===== config.mk =====
export PLATFORM = sky130hd
export DESIGN_NAME = window_gen_3x3
export DESIGN_NICKNAME = d
export VERILOG_FILES = /design/src/rtl/window_gen_3x3_pkg.sv /design/src/rtl/window_gen_3x3_line_buffer.sv /design/src/rtl/window_gen_3x3.sv
export SDC_FILE = /design/constraint.sdc
export NUM_CORES = 1
export LEC_CHECK = 0
export CAP_MARGIN = 30
export CORE_MARGIN = 1.5
export CORE_UTILIZATION = 30
export DETAILED_ROUTE_END_ITERATION = 16
export DONT_BUFFER_PORTS = 1
export PLACE_DENSITY = 0.41
export SYNTH_ARGS = -nofsm -noshare
export SYNTH_HDL_FRONTEND = slang
export SYNTH_SLANG_ARGS = --single-unit

===== constraint.sdc =====
create_clock -name clk -period 6.2 [get_ports clk]
set_input_delay 1.86 -clock clk [delete_from_list [all_inputs] [get_ports clk]]
set_output_delay 1.86 -clock clk [all_outputs]
set_load 0.02 [all_outputs]

===== src/rtl/window_gen_3x3_pkg.sv =====
// Shared definitions for the 3x3 window generator: default widths,
// the FSM state type and the window slot numbering helper.
package window_gen_3x3_pkg;

  localparam int DEF_DATA_WIDTH = 16;
  localparam int DEF_F          = 3;

  typedef enum logic {
    IDLE,
    ACTIVE
  } state_e;

  // Slot number of window element (wr, wc); wr=0 is the oldest row,
  // wc=0 the leftmost column, so the newest pixel lands in the last slot.
  function automatic int win_idx(input int wr, input int wc);
    return wr * DEF_F + wc;
  endfunction

endpackage


===== src/rtl/window_gen_3x3_line_buffer.sv =====
// One-row delay line: returns the pixel written IMG_W accepted pixels ago
// at the same column, then overwrites that entry with the incoming pixel.
module window_gen_3x3_line_buffer
  import window_gen_3x3_pkg::*;
#(
  parameter int DATA_WIDTH = DEF_DATA_WIDTH,
  parameter int IMG_W      = 28,
  parameter int AW         = 5
) (
  input  logic                  clk,
  input  logic                  in_valid,
  input  logic [AW-1:0]         col_i,
  input  logic [DATA_WIDTH-1:0] data_i,
  output logic [DATA_WIDTH-1:0] data_o
);

  logic [DATA_WIDTH-1:0] mem_q [IMG_W];

  assign data_o = mem_q[col_i];

  // Storage is left unreset: every entry is rewritten before a window uses it.
  always_ff @(posedge clk) begin
    if (in_valid) begin
      mem_q[col_i] <= data_i;
    end
  end

endmodule


===== src/rtl/window_gen_3x3.sv =====
// Turns a raster-order pixel stream into 3x3 sliding windows, emitting only
// windows that lie fully inside the image, with frame start/end tracking.
module window_gen_3x3
  import window_gen_3x3_pkg::*;
#(
  parameter int DATA_WIDTH = DEF_DATA_WIDTH,
  parameter int F          = DEF_F,
  parameter int IMG_W      = 28,
  parameter int IMG_H      = 28
) (
  input  logic                      clk,
  input  logic                      rst_n,
  input  logic                      in_valid,
  input  logic                      in_sof,
  input  logic [DATA_WIDTH-1:0]     pixel_in,
  output logic [DATA_WIDTH*F*F-1:0] oData,
  output logic                      window_valid,
  output logic                      frame_done
);

  localparam int CW = (IMG_W > 1) ? $clog2(IMG_W) : 1;
  localparam int RW = (IMG_H > 1) ? $clog2(IMG_H) : 1;
  localparam logic [CW-1:0] LAST_COL = CW'(IMG_W - 1);
  localparam logic [RW-1:0] LAST_ROW = RW'(IMG_H - 1);
  localparam logic [CW-1:0] MIN_COL  = CW'(F - 1);
  localparam logic [RW-1:0] MIN_ROW  = RW'(F - 1);

  state_e                    state_q;
  logic [CW-1:0]             col_q, col_d, curCol;
  logic [RW-1:0]             row_q, row_d, curRow;
  logic                      lastPix, emitWin;
  logic [DATA_WIDTH-1:0]     rowAbove1, rowAbove2;
  logic [DATA_WIDTH-1:0]     colNew  [F];
  logic [DATA_WIDTH-1:0]     win_q   [F][F];
  logic [DATA_WIDTH-1:0]     winNext [F][F];
  logic [DATA_WIDTH*F*F-1:0] packedNext;
  logic [DATA_WIDTH*F*F-1:0] oData_q;
  logic                      window_valid_q, frame_done_q;

  // Position of the pixel on the input this cycle; a start-of-frame or an
  // idle FSM forces (0,0) so an abandoned frame leaves no trace in the counters.
  always_comb begin
    curCol = col_q;
    curRow = row_q;
    if (in_sof || state_q == IDLE) begin
      curCol = '0;
      curRow = '0;
    end
    lastPix = (curCol == LAST_COL) && (curRow == LAST_ROW);
    emitWin = in_valid && (curCol >= MIN_COL) && (curRow >= MIN_ROW);
  end

  // Raster counter advance: column wraps into the next row, last pixel wraps to (0,0).
  always_comb begin
    col_d = curCol + CW'(1);
    row_d = curRow;
    if (curCol == LAST_COL) begin
      col_d = '0;
      row_d = lastPix ? '0 : curRow + RW'(1);
    end
  end

  window_gen_3x3_line_buffer #(
    .DATA_WIDTH (DATA_WIDTH),
    .IMG_W      (IMG_W),
    .AW         (CW)
  ) u_lineBuf0 (
    .clk      (clk),
    .in_valid (in_valid),
    .col_i    (curCol),
    .data_i   (pixel_in),
    .data_o   (rowAbove1)
  );

  window_gen_3x3_line_buffer #(
    .DATA_WIDTH (DATA_WIDTH),
    .IMG_W      (IMG_W),
    .AW         (CW)
  ) u_lineBuf1 (
    .clk      (clk),
    .in_valid (in_valid),
    .col_i    (curCol),
    .data_i   (rowAbove1),
    .data_o   (rowAbove2)
  );

  // Next window: drop the left column, append the incoming column (oldest row on top).
  always_comb begin
    colNew[0] = rowAbove2;
    colNew[1] = rowAbove1;
    colNew[2] = pixel_in;
    packedNext = '0;
    for (int wr = 0; wr < F; wr++) begin
      winNext[wr][0] = win_q[wr][1];
      winNext[wr][1] = win_q[wr][2];
      winNext[wr][2] = colNew[wr];
      for (int wc = 0; wc < F; wc++) begin
        packedNext[win_idx(wr, wc)*DATA_WIDTH +: DATA_WIDTH] = winNext[wr][wc];
      end
    end
  end

  // Window registers shift on every accepted pixel, including across row wraps.
  always_ff @(posedge clk or negedge rst_n) begin
    if (!rst_n) begin
      win_q <= '{default: '0};
    end else if (in_valid) begin
      win_q <= winNext;
    end
  end

  // Frame FSM, raster counters and registered outputs; oData holds between windows.
  always_ff @(posedge clk or negedge rst_n) begin
    if (!rst_n) begin
      state_q        <= IDLE;
      col_q          <= '0;
      row_q          <= '0;
      oData_q        <= '0;
      window_valid_q <= 1'b0;
      frame_done_q   <= 1'b0;
    end else begin
      window_valid_q <= 1'b0;
      frame_done_q   <= 1'b0;
      if (in_valid) begin
        col_q <= col_d;
        row_q <= row_d;
        case (state_q)
          IDLE:    state_q <= lastPix ? IDLE : ACTIVE;
          ACTIVE:  state_q <= lastPix ? IDLE : ACTIVE;
          default: state_q <= IDLE;
        endcase
        if (emitWin) begin
          oData_q        <= packedNext;
          window_valid_q <= 1'b1;
          frame_done_q   <= lastPix;
        end
      end
    end
  end

  assign oData        = oData_q;
  assign window_valid = window_valid_q;
  assign frame_done   = frame_done_q;

endmodule


# Word-level counts from Yosys, hierarchy flattened
# Memory sizes are Yosys's and may differ from the RTL's.
# Cells that the tools add are included.
[totals]
regBits = 253
mem_bits_rw = 896
input_bits = 20
out_inout_bits = 146
wordCells = 38
n_memories = 2
[op_classes]
n_addsub = 2
n_lt_le_gt_ge = 2
eq_ne = 2
mux = 12
bitwise = 1
reduce_logical = 5
[mem_list]
columns = ["memory", "depth", "width", "rd", "rd_clocked_by_memory_dff", "write_ports", "line", "source"]
rows = [
  ["u_lineBuf0.mem_q", 28, 16, 1, 0, 1, "window_gen_3x3_line_buffer.sv:17", "logic [DATA_WIDTH-1:0] mem_q [IMG_W];"],
  ["u_lineBuf1.mem_q", 28, 16, 1, 0, 1, "window_gen_3x3_line_buffer.sv:17", ""],
]
[op_table]
columns = ["cell", "n"]
rows = [
  ["5-bit two-way mux", 5],
  ["5-bit by 1-bit adder with 5-bit output (second input constant)", 2],
  ["5-bit equality test (second input constant)", 2],
  ["5-bit by 2-bit >= comparator with 1-bit output (second input constant)", 2],
  ["1-bit two-way mux", 7],
  ["1-bit logical AND", 3],
  ["2-bit AND reduction", 1],
  ["1-bit logical OR", 1],
  ["1-bit inverter", 1],
]

# Logic depth before layout (Yosys ltp)
[logic_depth]
word_depth = 8
ltp_mapped = 14
mapped_depth_nobuf = 8

# Cells and area by module
# From an unflattened synthesis, not the netlist that was laid out.
[unflattened]
cells_unflattened = 2336
hier_area_um2 = 44574.0
[modules_own_cells]
columns = ["mod", "n_inst", "cells_each", "area_per_inst_um2", "seq_area_each_um2"]
rows = [
  ["window_gen_3x3_line_buffer", 2, 873, 17394.2, 13452.9],
  ["window_gen_3x3", 1, 590, 9785.6, 6331.1],
]

# Worst setup path before layout
# OpenSTA, ideal clock, no wires.
[synth_path]
path_type = "input-to-reg"
from = "input port in_sof"
to = "memory u_lineBuf0.mem_q[27][0] in the netlist's numbering (enable)"
setup_time_ns = 0.463
arrival_ns = 5.266
required_ns = 5.737
path_slack_ns = 0.471
path_stages = 6
path_buffers = 2
cell_sequence = "and3b_1 -> buf_2 -> buf_1 -> ha_1 -> nand2_1 -> nor3_1"
[synth_between]
elab_chain_cells = 2
[synth_rtl]
columns = ["element", "line", "source"]
rows = [
  ["from (decl)", "window_gen_3x3.sv:14", "input logic in_sof,"],
  ["1-bit logical OR", "window_gen_3x3.sv:45", "if (in_sof || state_q == IDLE) begin"],
  ["5-bit two-way mux", "window_gen_3x3.sv:45", ""],
  ["to (decl)", "window_gen_3x3_line_buffer.sv:17", ""],
]
# Every way passes these cells.

# Worst setup path in the final report
[layout_path]
from = "input port in_sof"
to = "register row_q[2]"
[layout_between]
elab_chain_cells = 6
word_cells_on_any_way = 9
cone_classes = "add/sub (1); eq/ne (2); mux (4); reduce/logical (2)"
[layout_rtl]
columns = ["element", "line", "source"]
rows = [
  ["1-bit logical OR *", "window_gen_3x3.sv:45", ""],
  ["branches (longest 4 deep; another with 5-bit by 1-bit adder with 5-bit output)", "n/a", ""],
  ["5-bit two-way mux *", "window_gen_3x3.sv:57", "if (curCol == LAST_COL) begin"],
  ["to (signal assigned)", "window_gen_3x3.sv:126", "row_q <= row_d;"],
  ["to (decl)", "window_gen_3x3.sv:30", "logic [RW-1:0] row_q, row_d, curRow;"],
]
# Every way passes the cells marked *.
# A chain may end at the register's enable or synchronous reset.

==> flow_summary.yaml <==
clocking:
  clk_pin_slew_ns: 0.06
  postCtsSetupRepairBufs: 0
  cts_tree: "built"
  clock_sinks: 1149
  ctsHoldBuffers: 0
  cts_buffers: 134
  cts_max_level: 4
  root_buffer: "clkbuf_16"
  clock_latency_ns: 0.76
  cts_resized: 0
  clockBufferDepth: 3
timing:
  skew_ns: 0.0282
  max_freq_ghz: 0.231
  setup_viol: 0
  fin_setup_tns_ns: 0
  worst_pin_slew_ns: 1.22
  maxSlewHeadroom: 0.188
  rsz0062_at_grt: "false"
  final_hold_viol_count: 0
  min_period_ns: 4.32
  post-route-period-util: 0.697
  holdWs_ns: 0.461
  drv_slew: 0
logic_synthesis:
  avgSynthCellArea_sq_um: 15.0
  synthFlopType: "edfxtp_1"
  yosysWarnings: 0
  seq_area_frac_synth: 0.727
  synthMostInstantiatedCell: "edfxtp_1"
  syn_nets: 3079
  syn_area_sq_um: 45700
  yosysTopAreaCell: "edfxtp_1"
  synth_commonest_cells: "edfxtp_1, nand2_1, dfrtp_1"
  synth_top_area_share: 0.589
  yosysUniqueCellTypes: 62
  synth_area_leaders: "edfxtp_1, dfrtp_1, mux2i_1"
  ys_seq_elements: 1149
  synth_edf_count: 896
  synthCells: 3053
  synthArstFlopShare: 0.220
floorplanning:
  row_count: 143
  pin_count: 166
  design.core.area_sq_um: 152000
  initial_core_util: 0.302
  dieArea_sq_um: 155000
  chipHeight_microns: 393
  fp.dieW_microns: 393
global_route:
  antenna_found_initial: 10
  use_met3: 0.0353
  grt-busiest-layer: "met2"
  grt_max_degree: 254
  grt_pass1_wl_microns: 202000
  grt_usage: 0.180
  grt_pass1_vias: 27000
  grt_use_met1: 0.259
  grt-ovfl-total: 0
  grt_util_met2: 0.280
placed_design:
  dp_cells: 4983
  hpwl_microns: 83700
  port_buffers: 0
  gp_congestion: 0.789
power:
  switching_share: 0.263
  seqPwrFrac: 0.482
  p_leak_nw: 18.9
  p_int_mw: 14.0
  comb_power_share: 0.122
  p_clk_frac: 0.397
  switchingPower_mw: 5.00
  power.density_nw_per_um2: 361
  ir_drop_uv: 241
  p_total_mw: 19.0
final_layout:
  areaGrowthSynthToFinish_pct: 15.4
  nets: 3115
  layout-drive-gt1-share: 0.167
  stdcell_count: 5235
setup_path:
  crit_path_end_kind: "flip-flop"
  crit_buf_inv: 1
  cp-start-kind: "input pin"
  arrival_ns: 4.93
  setup.worst_path.class: "input pin to flip-flop"
  max_stage_delay_ns: 0.76
  cp_top_family: "simple AND/OR/NAND/NOR gates"
  crit_fanout: 25
  ff2ff_setup_slack_ns: 1.99
  cp_slowest_cell: "and3b_2"
  crit_chain: "and3b_2 -> buf_4 -> ha_1 -> nand2_1 -> nor4_2 -> nand4b_1 -> nand3_1 -> o21ai_0"
  cp.required_ns: 6.81
run_status:
  status: "completed"
route:
  first_pass_iters: 5
  viasPerCell: 5.13
  wl_microns: 141000
  vias: 26800
  wl_per_cell_microns: 27.0
  drt_iter0_markers: 2374
  drc: 0
  ant_nets: 0
job:
  drv_cap: 0
hold_path:
  hp-class: "flip-flop to flip-flop"
[metrics by stage]
stage           util  setup WS [ns]  area [sq um]
2_1_floorplan      -          0.471         45700
3_3_place_gp   0.320           1.25         48500
3_5_place_dp   0.320           1.14         48500
4_1_cts        0.348           1.95         52700
5_1_grt        0.348           1.79         52700
6_report       0.348           1.88         52700
[cells in the final DEF (no fill, tap or decap), types with 10 or more instances in the layout]
cell       count
nand2_1      398
nor2_4        25
mux4_2        29
mux2_2       132
nor3b_1       59
clkbuf_1      43
o22ai_1       63
o21ai_0       41
clkinv_2      22
nor2b_1       59
a211o_1       29
dfrtp_1      250
clkinv_1      22
a2111o_1      28
mux2i_1      157
nor4_1        32
a221oi_1      61
a31oi_1       35
nor2_1        74
a32oi_1       29
a21oi_1      137
o221ai_1      31
o221a_2       30
a21o_1        29
inv_1         63
edfxtp_1     896
buf_4         96
buf_12        10
clkbuf_16    137
nor3_1        75
[cell families after synthesis]
logic type      Yosys count  synth area share
flops                  1149             0.727
mux                     319            0.0814
simple gates            762            0.0774
buf+inv                 273            0.0259
fa+ha+maj                 6           0.00164
compound gates          544            0.0863
[state kept, by name, summed over array words and instances (netlist names)]
signal / flops
row_q: 5
packedNext: 96
oData: 144
col_q: 5
frame_done: 1
u_lineBuf1.mem_q: 448
u_lineBuf0.mem_q: 448
window_valid: 1
state_q: 1
[power groups by stage]
| stage | Combinational, mW | Clock (mW) | Sequential [mW] |
|---|---|---|---|
| 6_report | 2.31 | 7.54 | 9.15 |
| 4_1_cts | 2.34 | 7.75 | 9.16 |
| 3_5_place_dp | 2.33 | 0 | 9.31 |
| 3_3_place_gp | 2.30 | 0 | 9.31 |
| 2_1_floorplan | 1.49 | 0 | 9.13 |
| 5_1_grt | 2.48 | 8.05 | 9.18 |
[layout make-up]
class	count	area, sq um
diodes	7	17.5
clock buffers	184	3640
clock inverters	61	523
fillers	14500	98800
inverters	67	258
multi-input cells	1631	11600
flip-flops and latches	1149	33200
well taps	2030	2540
repair buffers	106	921
[tightest hold or removal path, cell delays in order (launching register included)]
cell,delay [ns]
dfrtp_1,0.34
nand2_1,0.05
nand2_1,0.04
[layer usage]
layer	routed length, microns	part of all wire
met4	2520	0.018
met3	8350	0.059
met1	65400	0.46
met5	13	0.000092
met2	64900	0.46
[path summary, 6_finish.rpt]
kind,start,endpoint,cells past startpoint
worst max-delay path,in_sof,row_q[2],8
worst min-delay path,packedNext[99],oData[99],2
worst max register to register,col_q[0],u_lineBuf1.mem_q[0][15],7
worst min register to register,packedNext[99],oData[99],2
max in group asynchronous,rst_n,oData[90],0
min in group asynchronous,rst_n,row_q[3],0
(Power assumes the default switching activity.)
